<file path="src/rtl/fp_pkg.sv">
// Shared floating-point definitions for the multiplier slice.
//   - Flag bit positions inside the 5-bit flag vector
//     {invalid, overflow, underflow, inexact, zero}.
//   - Operand class enumeration produced by fp_classify.
//   - fp_bias(): exponent bias for a given exponent field width.
package fp_pkg;

  localparam int FLAG_W         = 5;
  localparam int FLAG_INVALID   = 4;
  localparam int FLAG_OVERFLOW  = 3;
  localparam int FLAG_UNDERFLOW = 2;
  localparam int FLAG_INEXACT   = 1;
  localparam int FLAG_ZERO      = 0;

  typedef enum logic [1:0] {
    FP_ZERO   = 2'd0,
    FP_NORMAL = 2'd1,
    FP_INF    = 2'd2,
    FP_NAN    = 2'd3
  } fp_class_e;

  function automatic int fp_bias(input int exp_w);
    return (1 << (exp_w - 1)) - 1;
  endfunction

endpackage

</file>
<file path="src/rtl/fp_classify.sv">
// Combinational operand unpack/classify.
// Ports:
//   op    : {sign, exp, frac} operand
//   sign  : sign bit
//   exp_f : biased exponent field
//   sig   : significand with hidden bit restored (0 for zero/subnormal/inf/nan)
//   cls   : FP_ZERO, FP_NORMAL, FP_INF or FP_NAN
// Subnormals (exp == 0) are flushed and classed as zero.
module fp_classify
  import fp_pkg::*;
#(
  parameter int EXP_W = 8,
  parameter int MAN_W = 23
) (
  input  logic [EXP_W+MAN_W:0] op,
  output logic                 sign,
  output logic [EXP_W-1:0]     exp_f,
  output logic [MAN_W:0]       sig,
  output fp_class_e            cls
);

  logic [MAN_W-1:0] frac;

  assign sign  = op[EXP_W+MAN_W];
  assign exp_f = op[MAN_W +: EXP_W];
  assign frac  = op[MAN_W-1:0];

  always_comb begin
    sig = '0;
    cls = FP_NORMAL;
    if (exp_f == '0) begin
      cls = FP_ZERO;
    end else if (&exp_f) begin
      cls = (frac == '0) ? FP_INF : FP_NAN;
    end else begin
      sig = {1'b1, frac};
    end
  end

endmodule

</file>
<file path="src/rtl/fp_mul_pipe.sv">
// Three-stage pipelined floating-point multiplier.
//   S1: unpack/classify both operands, decide special results, add exponents
//   S2: significand multiply
//   S3: normalise, round, detect overflow/underflow, pack
// Ports:
//   CLK, RST           : clock (rising edge), asynchronous active-low reset
//   in_valid, in_ready : operand handshake
//   A, B               : operands {sign, exp, frac}
//   out_valid, out_ready : result handshake
//   out_p              : product
//   out_flags          : {invalid, overflow, underflow, inexact, zero}
// Build option: define FP_MUL_ROUND_EN for round-to-nearest-even;
// otherwise results are truncated toward zero (latency identical).
//
// Handshake: a transfer happens on a rising CLK edge where valid && ready are
// both high. The whole pipe moves as one (adv = !out_valid || out_ready), so
// in_ready equals adv and a stalled result keeps out_p/out_flags frozen.
module fp_mul_pipe
  import fp_pkg::*;
#(
  parameter int EXP_W = 8,
  parameter int MAN_W = 23
) (
  input  logic                 CLK,
  input  logic                 RST,
  input  logic                 in_valid,
  output logic                 in_ready,
  input  logic [EXP_W+MAN_W:0] A,
  input  logic [EXP_W+MAN_W:0] B,
  output logic                 out_valid,
  input  logic                 out_ready,
  output logic [EXP_W+MAN_W:0] out_p,
  output logic [FLAG_W-1:0]    out_flags
);

  localparam int W     = 1 + EXP_W + MAN_W;
  localparam int SIG_W = MAN_W + 1;
  localparam int PW    = 2 * SIG_W;
  localparam int XW    = EXP_W + 2;
  localparam int BIAS  = fp_bias(EXP_W);
  localparam int EMAX  = (1 << EXP_W) - 1;

  localparam logic signed [XW-1:0] BIAS_X = BIAS[XW-1:0];
  localparam logic signed [XW-1:0] EMAX_X = EMAX[XW-1:0];
  localparam logic signed [XW-1:0] ZERO_X = '0;
  localparam logic [W-1:0] QNAN = {1'b0, {EXP_W{1'b1}}, 1'b1, {(MAN_W-1){1'b0}}};

  logic adv;
  assign adv      = !out_valid || out_ready;
  assign in_ready = adv;

  // ---------------- S1: classify ----------------
  logic             sa, sb;
  logic [EXP_W-1:0] ea, eb;
  logic [MAN_W:0]   siga, sigb;
  fp_class_e        ca, cb;

  fp_classify #(.EXP_W(EXP_W), .MAN_W(MAN_W)) u_cls_a (
    .op(A), .sign(sa), .exp_f(ea), .sig(siga), .cls(ca)
  );
  fp_classify #(.EXP_W(EXP_W), .MAN_W(MAN_W)) u_cls_b (
    .op(B), .sign(sb), .exp_f(eb), .sig(sigb), .cls(cb)
  );

  fp_class_e             kind;
  logic                  kind_inv;
  logic signed [XW-1:0]  exp_sum;

  // Result class decided up front; only FP_NORMAL needs the arithmetic path.
  always_comb begin
    kind     = FP_NORMAL;
    kind_inv = 1'b0;
    if (ca == FP_NAN || cb == FP_NAN) begin
      kind = FP_NAN;
    end else if ((ca == FP_INF && cb == FP_ZERO) || (ca == FP_ZERO && cb == FP_INF)) begin
      kind     = FP_NAN;
      kind_inv = 1'b1;
    end else if (ca == FP_INF || cb == FP_INF) begin
      kind = FP_INF;
    end else if (ca == FP_ZERO || cb == FP_ZERO) begin
      kind = FP_ZERO;
    end
  end

  assign exp_sum = $signed({2'b00, ea}) + $signed({2'b00, eb}) - BIAS_X;

  logic                 s1_v, s1_sign, s1_inv;
  logic signed [XW-1:0] s1_exp;
  logic [MAN_W:0]       s1_sig_a, s1_sig_b;
  fp_class_e            s1_cls;

  always_ff @(posedge CLK or negedge RST) begin
    if (!RST) begin
      s1_v     <= 1'b0;
      s1_sign  <= 1'b0;
      s1_inv   <= 1'b0;
      s1_exp   <= '0;
      s1_sig_a <= '0;
      s1_sig_b <= '0;
      s1_cls   <= FP_ZERO;
    end else if (adv) begin
      s1_v <= in_valid;
      if (in_valid) begin
        s1_sign  <= sa ^ sb;
        s1_inv   <= kind_inv;
        s1_exp   <= exp_sum;
        s1_sig_a <= siga;
        s1_sig_b <= sigb;
        s1_cls   <= kind;
      end
    end
  end

  // ---------------- S2: multiply ----------------
  logic                 s2_v, s2_sign, s2_inv;
  logic signed [XW-1:0] s2_exp;
  logic [PW-1:0]        s2_prod;
  fp_class_e            s2_cls;

  always_ff @(posedge CLK or negedge RST) begin
    if (!RST) begin
      s2_v    <= 1'b0;
      s2_sign <= 1'b0;
      s2_inv  <= 1'b0;
      s2_exp  <= '0;
      s2_prod <= '0;
      s2_cls  <= FP_ZERO;
    end else if (adv) begin
      s2_v <= s1_v;
      if (s1_v) begin
        s2_sign <= s1_sign;
        s2_inv  <= s1_inv;
        s2_exp  <= s1_exp;
        s2_prod <= PW'(s1_sig_a) * PW'(s1_sig_b);
        s2_cls  <= s1_cls;
      end
    end
  end

  // ---------------- S3: normalise / round / pack ----------------
  logic                 msb;
  logic [PW-2:0]        norm;      // hidden bit dropped, leading 1 aligned to top
  logic [MAN_W-1:0]     frac_t;
  logic                 guard, sticky, round_up, inexact;
  logic [MAN_W:0]       frac_sum;
  logic signed [XW-1:0] e_n, e_r;
  logic [W-1:0]         res_p;
  logic [FLAG_W-1:0]    res_f;

  always_comb begin
    msb    = s2_prod[PW-1];
    // Product of two [1,2) significands lies in [1,4): shift so the
    // leading one sits just above bit PW-2 in both cases.
    norm   = msb ? s2_prod[PW-2:0] : {s2_prod[PW-3:0], 1'b0};
    frac_t = norm[PW-2 -: MAN_W];
    guard  = norm[PW-2-MAN_W];
    sticky = |norm[PW-3-MAN_W:0];
    inexact = guard | sticky;
    e_n    = s2_exp + $signed({{(XW-1){1'b0}}, msb});
`ifdef FP_MUL_ROUND_EN
    round_up = guard & (sticky | frac_t[0]);
`else
    round_up = 1'b0;
`endif
    frac_sum = {1'b0, frac_t} + {{MAN_W{1'b0}}, round_up};
    // Carry out of an all-ones fraction bumps the exponent; fraction wraps to 0.
    e_r = e_n + $signed({{(XW-1){1'b0}}, frac_sum[MAN_W]});

    res_p = '0;
    res_f = '0;
    case (s2_cls)
      FP_NAN: begin
        res_p               = QNAN;
        res_f[FLAG_INVALID] = s2_inv;
      end
      FP_INF: begin
        res_p = {s2_sign, {EXP_W{1'b1}}, {MAN_W{1'b0}}};
      end
      FP_ZERO: begin
        res_p            = {s2_sign, {(W-1){1'b0}}};
        res_f[FLAG_ZERO] = 1'b1;
      end
      default: begin
        if (e_r <= ZERO_X) begin
          res_p                 = {s2_sign, {(W-1){1'b0}}};
          res_f[FLAG_UNDERFLOW] = 1'b1;
          res_f[FLAG_ZERO]      = 1'b1;
          res_f[FLAG_INEXACT]   = 1'b1;
        end else if (e_r >= EMAX_X) begin
          res_p                = {s2_sign, {EXP_W{1'b1}}, {MAN_W{1'b0}}};
          res_f[FLAG_OVERFLOW] = 1'b1;
          res_f[FLAG_INEXACT]  = 1'b1;
        end else begin
          res_p               = {s2_sign, e_r[EXP_W-1:0], frac_sum[MAN_W-1:0]};
          res_f[FLAG_INEXACT] = inexact;
        end
      end
    endcase
  end

  always_ff @(posedge CLK or negedge RST) begin
    if (!RST) begin
      out_valid <= 1'b0;
      out_p     <= '0;
      out_flags <= '0;
    end else if (adv) begin
      out_valid <= s2_v;
      if (s2_v) begin
        out_p     <= res_p;
        out_flags <= res_f;
      end
    end
  end

endmodule

</file>
<file path="config.mk">
export PLATFORM = sky130hd
export DESIGN_NAME = fp_mul_pipe
export DESIGN_NICKNAME = d
export VERILOG_FILES = /design/src/rtl/fp_pkg.sv /design/src/rtl/fp_classify.sv /design/src/rtl/fp_mul_pipe.sv
export SDC_FILE = /design/constraint.sdc
export NUM_CORES = 2
export LEC_CHECK = 0
export ABC_AREA = 1
export CAP_MARGIN = 20
export CORE_UTILIZATION = 30
export CTS_CLUSTER_DIAMETER = 100
export CTS_CLUSTER_SIZE = 10
export DETAILED_ROUTE_END_ITERATION = 8
export GPL_TIMING_DRIVEN = 0
export PLACE_DENSITY = 0.48
export SYNTH_ARGS = -nofsm -noshare
export SYNTH_HDL_FRONTEND = slang
export SYNTH_SLANG_ARGS = --single-unit
</file>
<file path="constraint.sdc">
create_clock -name CLK -period 12 [get_ports CLK]
set_input_delay 2.4 -clock CLK [delete_from_list [all_inputs] [get_ports CLK]]
set_output_delay 2.4 -clock CLK [all_outputs]
set_load 0.01 [all_outputs]
</file>
* Word level (Yosys, flattened, before mapping) *
Index checks and enable logic that the tools add are counted.

word-level totals
  word-level logic and storage cells = 81
  output and inout port bits = 39
  register bits after elaboration = 164
  bits of input ports = 68

operators by class
  multipliers = 1
  muxes and demuxes = 28
  reduce and logical (&&, ||, !) cells = 23
  $lt $le $gt $ge = 2
  add/sub/neg operators = 3
  bitwise logic cells = 2
  equal/unequal tests = 6

operator list
  cell                    number
  $mux W24                4
  $pmux W32 S3            1
  $mux W31                2
  $mul A24 B24 Y48        1
  $mux W47                1
  $logic_not A23 Y1       2
  $reduce_or A23 Y1       1
  $logic_not A8 Y1        2
  $reduce_and A8 Y1       2
  $mux W2                 7
  $eq A2 B2 Y1 const B    6
  $mux W1                 11
  $add A10 B2 Y10         1
  $ge A10 B9 Y1 const B   1
  $le A10 B1 Y1 const B   1
  $sub A9 B7 Y10 const B  1
  $add A8 B8 Y9           1
  $logic_not A2 Y1        3
  $reduce_and A2 Y1       3
  $logic_or A1 B1 Y1      5
  $mux W3                 1
  $reduce_or A3 Y1        1
  $logic_and A1 B1 Y1     2
  $pmux W1 S2             1
  4 further kinds         4

* Depth between registers and ports, before layout *
  depth in word-level cells = 10
  mapped depth = 31
  gate-level depth less buffers = 29

* Hierarchy *
From an unflattened synthesis, not the netlist that was laid out.

unflattened totals
  cells, all modules = 3796
  area total of the unflattened synthesis = 28282.1 um^2

modules (own cells, without submodules)
  module       times used  area each (um^2)  seq. area each (um^2)  cells an instance
  fp_mul_pipe  1           27226.1           4103.9                 3590
  fp_classify  2           528.0             0.0                    103

* Worst setup path after synthesis *
Ideal clock, no wire load.

  path type = register to register
  start point = register s1_sig_b[3]
  end point = register s2_prod[27]
  data arrival time = 5.954 ns
  slack = 5.916 ns
  setup time = 0.130 ns
  data required time = 11.870 ns
  cell stages (with the launch flop) = 29
  path through = dfrtp_1 -> clkbuf_1 -> clkbuf_1 -> nand2_1 -> fa_1 -> inv_1 -> fa_1 -> inv_1 -> fa_1 -> inv_1 -> fa_1 -> inv_1 -> fa_1 -> inv_1 -> fa_1 -> inv_1 -> fa_1 -> inv_1 -> ha_1 -> nand2_1 -> nand2_1 -> nand2_1 -> nand2_1 -> o21bai_1 -> nand2_1 -> nand3_1 -> or2_2 -> nand3_1 -> o21ai_0

on the way
  word-level cells in the longest chain between the ends = 1

ends and longest elaborated chain
  item                      line                RTL
  start: declaration        fp_mul_pipe.sv:89   logic [MAN_W:0] s1_sig_a, s1_sig_b;
  start signal: assignment  fp_mul_pipe.sv:108  s1_sig_b <= sigb;
  $mul A24 B24 Y48          fp_mul_pipe.sv:134  s2_prod <= PW'(s1_sig_a) * PW'(s1_sig_b);
  end signal: assignment    fp_mul_pipe.sv:134
  end: declaration          fp_mul_pipe.sv:117  logic [PW-1:0] s2_prod;

No other way between the ends.
A chain may end at the register's enable or synchronous reset.

* Worst setup path after layout *
  start point = register s1_sig_a[6]
  end point = register s2_prod[28]

on the way
  word-level cells in the longest chain between the ends = 1

ends and longest elaborated chain
  item                      line                RTL
  start: declaration        fp_mul_pipe.sv:89
  start signal: assignment  fp_mul_pipe.sv:107  s1_sig_a <= siga;
  $mul A24 B24 Y48          fp_mul_pipe.sv:134

No other way between the ends.

==> impl_metrics.py <==
metrics = {
    "clocking": {
        "cts_resized": 0,
        "postCtsHoldBufs": 0,
        "cts_tree": "done",
        "cts_max_level": 4,
        "cts-root-buf": "clkbuf_16",
        "clk_pin_slew_ns": 0.07,
        "clock_path_buffers": 2,
        "clk_latency_ns": 0.51,
        "post_cts_buffers": 0,
        "clock_sinks": 164,
        "cts_buffers": 17,
    },
    "floorplan": {
        "die_y_um": 306,
        "io-pin-count": 107,
        "start_util_pct": 30.5,
        "core-area_mm2": 0.0907,
        "dieArea_mm2": 0.0934,
        "rows": 110,
        "die_w_um": 306,
    },
    "route": {
        "wirelength_mm": 94.4,
        "drc": 0,
        "wl_per_cell_um": 18.9,
        "drtIter0Drc": 1652,
        "first_pass_iters": 5,
        "viasPerCell": 4.49,
        "antenna_left": 0,
        "vias": 22417,
    },
    "worst_setup_path": {
        "end_kind": "register",
        "cp_max_fo": 10,
        "crit_arrival_ns": 8.13,
        "crit_path_start_kind": "register",
        "rrSetupSlack_ns": 4.22,
        "worst-setup-path-type": "register to register",
        "cp.required_ns": 12.36,
    },
    "layout": {
        "layout.nets": 4553,
        "num_antenna_cells": 0,
        "syn2layout_area_growth_pct": 11.3,
        "drive_above_1_share_pct": 1.65,
    },
    "synthesis": {
        "netlist_top_cells_area": "fa_1, dfrtp_1, nand2_1, inv_1, ha_1",
        "syn_nets": 4427,
        "synth_top_area_share_pct": 35.0,
        "avgSynthCellArea_um2": 7.50,
        "synth.distinct_cells": 40,
        "ys_top_cells_by_count": "nand2_1, inv_1, fa_1",
        "synth_most_common_cell": "nand2_1",
        "ys_seq_elements": 164,
        "syn-instance-count": 3685,
        "synthFlopType": "dfrtp_1",
        "synth_edf_count": 0,
        "async_reset_ff_share_pct": 100,
        "yosysSeqAreaShare_pct": 14.8,
        "synthesis.area_mm2": 0.0276,
        "yosysWarnings": 0,
        "synth.largest_area_cell": "fa_1",
    },
    "grt": {
        "grt_max_degree": 101,
        "grt_overflow_total": 0,
        "grt_pass1_vias": 23408,
        "antenna_found_initial": 0,
        "track_usage_pct": 21.0,
        "grt_first_pass_wirelength_mm": 145,
    },
    "timing": {
        "fin_setup_tns_ns": 0,
        "max_freq_mhz": 129,
        "drv_slew": 0,
        "setup_viol_count_final": 0,
        "tightest_slew_ns": 1.09,
        "period_minus_slack_ns": 7.78,
        "rsz0062_at_grt": "no",
        "hold_viol": 0,
        "slew_headroom_pct": 27.3,
        "post-route-period-util_pct": 64.8,
        "skew_ns": 0.0241,
    },
    "place": {
        "dpl.hpwl_mm": 78.8,
        "gp_congestion": 0.931,
        "numPortBuffers": 106,
    },
    "worst_hold_path": {
        "min_path_type": "register to register",
    },
    "status": {
        "outcome": "complete, no violations",
    },
    "run": {
        "drv_cap": 0,
    },
}
-- worst max-delay path, stage by stage (launching register included) --
cell	delay, ns
dfrtp_1	0.33
clkbuf_1	0.75
clkbuf_1	0.69
nand2_1	0.17
fa_1	0.53
inv_1	0.05
fa_1	0.63
fa_1	0.47
fa_1	0.53
fa_1	0.45
fa_1	0.56
inv_1	0.07
fa_1	0.51
inv_1	0.05
ha_1	0.35
a21oi_1	0.25
o21ai_0	0.27
a21oi_1	0.20
nand3_1	0.24
or2_2	0.34
nand3_1	0.09
o21ai_0	0.10
-- path summary, 6_finish.rpt --
| check | from | end | cells after the start |
|---|---|---|---|
| setup / recovery | s1_sig_a[6] | s2_prod[28] | 21 |
| hold / removal | s2_prod[5] | s2_prod[5] | 2 |
| setup reg to reg | s1_sig_a[6] | s2_prod[28] | 21 |
| hold reg to reg | s2_prod[5] | s2_prod[5] | 2 |
| max in group asynchronous | RST | s1_sig_b[15] | 2 |
| min in group asynchronous | RST | out_p[28] | 1 |
-- metrics by stage --
step	setup WS [ns]	util, %	cells	area (um^2)	hold slack [ns]
CTS	4.11	33.9	4998	30800	0.482
detailed placement	4.11	33.3	4968	30200	0.466
finish	4.22	33.9	4998	30800	0.477
global route	3.84	33.9	4998	30800	0.509
floorplan	5.92	-	3685	27600	0.432
global placement	0.807	33.3	4967	30200	0.457
-- per-layer routing --
layer,GRT usage [%],routed length [um],part of all wire [%]
met5,0,0,0
met4,4.77,1900,2.0
met2,33.4,42800,45
met3,4.35,6240,6.6
met1,29.2,43500,46
-- state kept, by name (all words and copies together) (netlist names), 2 cells and up --
signal / count
s2_cls: 2
out_p: 32
s2_exp: 10
s2_prod: 48
s1_sig_a: 24
s1_exp: 10
out_flags: 5
s1_cls: 2
s1_sig_b: 24
-- layout by cell type (no fill, tap or decap), types with 3 or more instances in the layout --
master and count:
nand2_1 1080, inv_1 1041, fa_1 483, ha_1 191
clkbuf_1 171, dfrtp_1 164, o21ai_0 136, nor2_1 135
clkdlybuf4s50_1 105, nand3_1 82, a21oi_1 64, o21ai_1 26
nand4_1 23, xnor2_1 17, clkbuf_16 17, nor3_1 7
o21bai_1 7, nor4_1 6, xor2_1 6, or2_2 5
nand2_2 4, buf_6 4, inv_6 4, inv_2 3
buf_2 3, clkinvlp_4 3
-- area by class of cell --
type                            instances  area (um^2)
Fill cell                            9766        59900
Inverter                             1044         3920
Clock buffer                           18          439
Sequential cell                       164         4100
Multi-Input combinational cell       2296        18900
Buffer                                181          714
Timing Repair Buffer                  107         1090
Tap cell                             1176         1470
Clock inverter                         12          120
-- logic make-up after synthesis --
family                   Yosys count  share of synthesized area, %
adder cells (fa/ha/maj)          674                          43.6
XOR/XNOR                          24                         0.788
flip-flops                       164                          14.8
AO/OA/AOI/OAI                    244                          4.59
multiplexers                       2                        0.0815
AND/OR/NAND/NOR                 1352                          19.3
buffers and inverters           1225                          16.8
Power is not shown: default switching activity piles up to over one toggle a cycle in this logic, so the estimate is an artifact.
